`config.mk`:
```
export PLATFORM = sky130hd
export DESIGN_NAME = capture_ctrl
export DESIGN_NICKNAME = d
export VERILOG_FILES = /design/src/rtl/cap_pkg.sv /design/src/rtl/cap_addr_ctr.sv /design/src/rtl/capture_ctrl.sv
export SDC_FILE = /design/constraint.sdc
export NUM_CORES = 1
export LEC_CHECK = 0
export ABC_AREA = 1
export BUFFER_PORTS_ARGS = -buffer_cell sky130_fd_sc_hd__buf_2
export CAP_MARGIN = 10
export CORE_UTILIZATION = 63
export DETAILED_ROUTE_END_ITERATION = 7
export HOLD_SLACK_MARGIN = 0.1
export PLACE_DENSITY_LB_ADDON = 0.12
export SYNTH_ARGS = -nofsm -noshare
export SYNTH_HDL_FRONTEND = slang
export SYNTH_SLANG_ARGS = --single-unit
```
`constraint.sdc`:
```
create_clock -name clk -period 4.8 [get_ports clk]
set_input_delay 0.24 -clock clk [delete_from_list [all_inputs] [get_ports clk]]
set_output_delay 0.24 -clock clk [all_outputs]
set_load 0.01 [all_outputs]
```
`src/rtl/cap_pkg.sv`:
```
// Shared types and constants for the capture controller.
// Build option: define CAPTURE_AUTO_TRIG_EN to enable the forced-trigger timeout in capture_ctrl.
package cap_pkg;

  localparam int NUM_CH = 5;

  typedef enum logic [1:0] {
    IDLE = 2'd0,
    PRE  = 2'd1,
    POST = 2'd2,
    DONE = 2'd3
  } cap_state_t;

endpackage

```
`src/rtl/cap_addr_ctr.sv`:
```
// Wrapping write-address counter for the circular capture buffer.
// The address space is a power of two, so plain AW-bit overflow gives the wrap.
module cap_addr_ctr #(
  parameter int AW = 9
) (
  input  logic          clk,
  input  logic          rst,
  input  logic          inc,
  output logic [AW-1:0] addr
);

  always_ff @(posedge clk or posedge rst) begin
    if (rst) begin
      addr <= '0;
    end else if (inc) begin
      addr <= addr + AW'(1);
    end
  end

endmodule

```
`src/rtl/capture_ctrl.sv`:
```
// Capture sequencer: pre-trigger fill, trigger qualification, post-trigger count, done.
// Build option CAPTURE_AUTO_TRIG_EN adds a forced trigger after TIMEOUT armed strobes and the auto_trig output.
module capture_ctrl
  import cap_pkg::*;
#(
  parameter int DEPTH   = 512,
  parameter int AW      = $clog2(DEPTH),
  parameter int TIMEOUT = 4096
) (
  input  logic              clk,
  input  logic              rst,
  input  logic [NUM_CH-1:0] ch_trig,
  input  logic              prot_trig,
  input  logic              start,
  input  logic              clr_done,
  input  logic [AW-1:0]     trig_pos,
  input  logic              smpl_en,
  output logic              armed,
  output logic              triggered,
  output logic              wrt_en,
  output logic [AW-1:0]     waddr,
  output logic [AW-1:0]     trig_addr,
  output logic              capture_done
`ifdef CAPTURE_AUTO_TRIG_EN
  ,
  output logic              auto_trig
`endif
);

  cap_state_t    state;
  logic [AW-1:0] trig_pos_q;
  logic [AW-1:0] post_cnt;
  logic [AW:0]   pre_cnt;
  logic [AW:0]   pre_target;
  logic [AW-1:0] next_addr;
  logic          trig_all;
  logic          fire;
  logic          start_ok;
  logic          last_post;

  assign trig_all  = (&ch_trig) & prot_trig;
  assign start_ok  = start & ((state == IDLE) | (state == DONE));
  assign next_addr = waddr + AW'(1);
  assign last_post = (post_cnt == (trig_pos_q - AW'(1)));

  // Pre-trigger fill target; one bit wider so trig_pos=0 asks for a full DEPTH of history.
  assign pre_target = (AW+1)'(DEPTH) - {1'b0, trig_pos_q};

  // A zero post-trigger length means POST passes straight through without writing.
  assign wrt_en = smpl_en & ((state == PRE) | ((state == POST) & (trig_pos_q != '0)));

  cap_addr_ctr #(
    .AW(AW)
  ) u_addr_ctr (
    .clk (clk),
    .rst (rst),
    .inc (wrt_en),
    .addr(waddr)
  );

`ifdef CAPTURE_AUTO_TRIG_EN
  localparam int TW = $clog2(TIMEOUT + 1);

  logic [TW-1:0] to_cnt;
  logic          force_trig;

  assign force_trig = (to_cnt == TW'(TIMEOUT));
  assign fire       = armed & (trig_all | force_trig);

  always_ff @(posedge clk or posedge rst) begin
    if (rst) begin
      to_cnt <= '0;
    end else if (state != PRE) begin
      to_cnt <= '0;
    end else if (armed && smpl_en && !force_trig) begin
      to_cnt <= to_cnt + TW'(1);
    end
  end

  always_ff @(posedge clk or posedge rst) begin
    if (rst) begin
      auto_trig <= 1'b0;
    end else if (start_ok) begin
      auto_trig <= 1'b0;
    end else if ((state == PRE) && armed && force_trig) begin
      auto_trig <= 1'b1;
    end
  end
`else
  logic unused_timeout;

  assign fire           = armed & trig_all;
  assign unused_timeout = (TIMEOUT > 0);
`endif

  always_ff @(posedge clk or posedge rst) begin
    if (rst) begin
      state        <= IDLE;
      armed        <= 1'b0;
      triggered    <= 1'b0;
      capture_done <= 1'b0;
      trig_addr    <= '0;
      trig_pos_q   <= '0;
      pre_cnt      <= '0;
      post_cnt     <= '0;
    end else if (start_ok) begin
      // Start beats a simultaneous clr_done; waddr keeps running from where it stopped.
      state        <= PRE;
      trig_pos_q   <= trig_pos;
      pre_cnt      <= '0;
      armed        <= 1'b0;
      triggered    <= 1'b0;
      capture_done <= 1'b0;
    end else begin
      case (state)
        IDLE: begin
          armed <= 1'b0;
        end
        PRE: begin
          if (fire) begin
            state     <= POST;
            triggered <= 1'b1;
            armed     <= 1'b0;
            post_cnt  <= '0;
            // A sample written on the trigger cycle belongs to the pre-trigger history.
            trig_addr <= smpl_en ? next_addr : waddr;
          end else begin
            if (smpl_en && (pre_cnt != pre_target)) begin
              pre_cnt <= pre_cnt + (AW+1)'(1);
            end
            if (pre_cnt == pre_target) begin
              armed <= 1'b1;
            end
          end
        end
        POST: begin
          if (trig_pos_q == '0) begin
            state        <= DONE;
            capture_done <= 1'b1;
          end else if (smpl_en) begin
            if (last_post) begin
              state        <= DONE;
              capture_done <= 1'b1;
            end else begin
              post_cnt <= post_cnt + AW'(1);
            end
          end
        end
        DONE: begin
          if (clr_done) begin
            state        <= IDLE;
            capture_done <= 1'b0;
            triggered    <= 1'b0;
          end
        end
        default: begin
          state <= IDLE;
        end
      endcase
    end
  end

endmodule

```
==> flow_summary.ini <==
[min_path]
hold_class = in2reg

[critical_path]
cp.required_ps = 4560
cp_common_cell = ha_1
crit_family = buffers and inverters
cp-start-kind = flip-flop
path_class = reg2out
cp_max_fo = 17
cpMaxStageDelayCell = dfrtp_1
cp-end-kind = output pin
path_cells = inv_2 > ha_1 > nand2_2 > nor2_4 > ha_1 > nor2_1 > o21ai_0 > clkinv_1 > buf_2
arrival_ps = 2690
slowest_delay_ps = 430
cp_num_buf_inv = 3

[detailed_routing]
wirelength_mm = 7.53
top_layer = met4
drc = 0
wirelength_met1_mm = 3.43
via_per_inst = 5.55
first_pass_iters = 6
drt_iter0_markers = 214
dr_wl_met2_mm = 3.62
routedWlPerCell_um = 13.6
drt.antenna.violating_nets = 0
met3_length_um = 385
via_count = 3067

[clocking]
holdBufCountCts = 0
cts_resized = 0
clockBufferDepth = 2
cts_setup_buffers = 0
htreeDepth = 2
clk-insertion-delay-late_ps = 310
cts_tree = built
root_buffer = clkbuf_8
cts_made_buffers = 5
clk_transition_reported_paths_ps = 100
cts_num_sinks = 51

[logic_synthesis]
synth_cell_type_count = 34
synth_seq_cells = 51
yosys-top-cells-area = dfrtp_1, nand2_1, xor2_1, nand3_1, inv_1
syn-num-nets = 474
synth_edf_count = 0
ys_warn_count = 0
synthMuxAreaShare = 0.00300
synth_most_common_cell = nand2_1
synth-xor-area-share = 0.0866
synth-simple-area-share = 0.332
avgSynthCellArea_sq_um = 7.52
synth_compound_area_frac = 0.0720
synth_top_family_by_area = simple AND/OR/NAND/NOR gates
ys_seq_area_frac = 0.382
synthCells = 444
ys_top_cells_by_count = nand2_1, inv_1, dfrtp_1, nand3_1, o21ai_0
synth_top_flop_cell = dfrtp_1
synthAdderAreaFrac = 0.0375
synth_top_area_frac = 0.382
synth_area_sq_um = 3340
ys_async_sr_fraction = 1.00
synth_area_leader_cell = dfrtp_1

[grt]
antenna_found_initial = 0
grt_start_max_net_pins = 52
grt_pass1_wl_mm = 12.7
grt_pass1_vias = 2839
overflow = 0
gr-usage-all-layers = 0.292

[job]
drv_cap = 0

[sta]
final.period_utilization = 0.610
finalSetupViolCount = 0
drv_slew = 0
worstMarginPinSlew_ps = 872
fin_crit_ps = 2930
slew_headroom = 0.417
fin_tns_setup_ps = 0
hold_ws_ps = 132
fmax_mhz = 342
skew_ps = 4.23
rsz0062_at_grt = false
hold_viol = 0

[power]
max-vdd-ir-drop_mv = 0.336
switching_share = 0.478
power_density_nw_per_um2 = 538
leakage_uw = 0.00193
seq_power_share = 0.324
power.net_switching_uw = 958
p_comb_frac = 0.512
power_frac_clock = 0.164
p_int_uw = 1040

[layout]
final_cell_count_no_fill = 553
nNetsFinal = 512
nFillCells = 426
syn2layout_area_growth_pct = 11.5
drive_above_1_share = 0.164
insertedDiodeCount = 0
final_area_sq_um = 3720

[floorplanning]
die_area_sq_um = 5590
dieHeight_um = 74.8
die_width_um = 74.8
rows = 26
core_area_sq_um = 5110
num_io_pins = 42
initial_core_util = 0.653

[placement]
gp_congestion = 0.882
dp_hpwl_mm = 5.47
io_buffers = 41
dpl.cell_count = 543
dpl-instance-area_sq_um = 3570

[status]
outcome = finished clean
area by class of cell:
class	count	area [sq um]	share of cell area
Sequential cell	51	1280	0.343
Clock buffer	6	82.6	0.0222
Multi-Input combinational cell	320	1770	0.476
Tap cell	70	87.6	0.0235
Timing Repair Buffer	43	235	0.0632
Inverter	61	229	0.0615
Clock inverter	2	38.8	0.0104
logic make-up after synthesis:
| logic type | after synthesis |
|---|---|
| buffers and inverters | 73 |
| DFF | 51 |
| adders and majority gates | 10 |
| xor gates and xnor gates | 33 |
| AOI/OAI and AO/OA | 46 |
| muxes | 1 |
| and+or+nand+nor | 230 |
per-stage QoR:
stage | util | total power (uW) | setup slack, ps
2_1_floorplan | - | 1430 | 2540
4_1_cts | 0.723 | 1980 | 1900
5_1_grt | 0.729 | 2180 | 1650
3_3_place_gp | 0.699 | 1630 | 2120
3_5_place_dp | 0.699 | 1660 | 2040
6_report | 0.729 | 2000 | 1870
layout by cell type, fill, tap and decap left out:
cell,netlist,final
clkinv_1,3,3
nor3_1,7,7
inv_6,0,1
bufinv_16,0,1
o32ai_1,1,1
o31ai_1,1,1
dlygate4sd3_1,0,1
inv_1,54,53
ha_1,10,10
nand3_2,4,4
nor2_4,4,4
or2_2,1,1
nor2_1,30,30
buf_12,0,1
nand2_4,2,2
o21ai_1,5,5
inv_2,4,5
xnor2_1,7,7
clkbuf_8,0,6
mux2i_1,1,1
nand4_1,24,24
nor2_2,4,4
o211ai_1,1,1
dfrtp_1,51,51
nand3_1,45,45
a21oi_1,4,4
nor3_2,2,2
o21ai_0,33,33
nand2_2,7,7
xor2_1,26,26
nor4_1,2,2
nand2_1,97,97
buf_2,2,41
o22ai_1,1,1
and3_1,1,1
power by group through the flow:
stage	combinational (uW)	clock, uW	sequential (uW)
global route	1170	345	662
floorplan	784	0	645
CTS	1010	328	646
finish	1030	329	648
global placement	981	0	650
detailed placement	1000	0	653
worst reg2reg max path: cells and delay by family, from the launching register on:
| kind | cells | cell delay, ps |
|---|---|---|
| adders and majority gates | 1 | 350 |
| AOI/OAI and AO/OA | 2 | 130 |
| DFF | 1 | 440 |
| buffers and inverters | 3 | 620 |
| and+or+nand+nor | 6 | 1170 |
state kept, by name (all words and copies together) (netlist names):
| signal | count |
|---|---|
| trig_pos_q | 9 |
| capture_done | 1 |
| armed | 1 |
| state | 2 |
| post_cnt | 9 |
| pre_cnt | 10 |
| trig_addr | 9 |
| u_addr_ctr.addr | 9 |
| triggered | 1 |
layer usage:
layer  GRT usage  vias to the layer above
met4      0.0713                        0
met5           0                        -
met2       0.492                      102
li1            -                     1511
met1       0.396                     1442
met3      0.0455                       12
worst paths after layout:
| check | from | to | slack, ps | cells after the start |
|---|---|---|---|---|
| worst max register to register | state[0]$_DFFE_PP0P_ | state[1]$_DFFE_PP0P_ | 1980 | 12 |
| worst min register to register | capture_done$_DFFE_PP0P_ | capture_done$_DFFE_PP0P_ | 480 | 2 |
| worst max-delay path | trig_pos_q[0]$_DFFE_PP0P_ | wrt_en | 1870 | 9 |
| min in group asynchronous | rst | pre_cnt[7]$_DFFE_PP0P_ | 410 | 3 |
| max in group asynchronous | rst | u_addr_ctr.addr[1]$_DFFE_PP0P_ | 3890 | 4 |
| worst min-delay path | trig_pos[6] | trig_pos_q[6]$_DFFE_PP0P_ | 130 | 3 |
No activity file was read; power rests on OpenSTA's default activity.
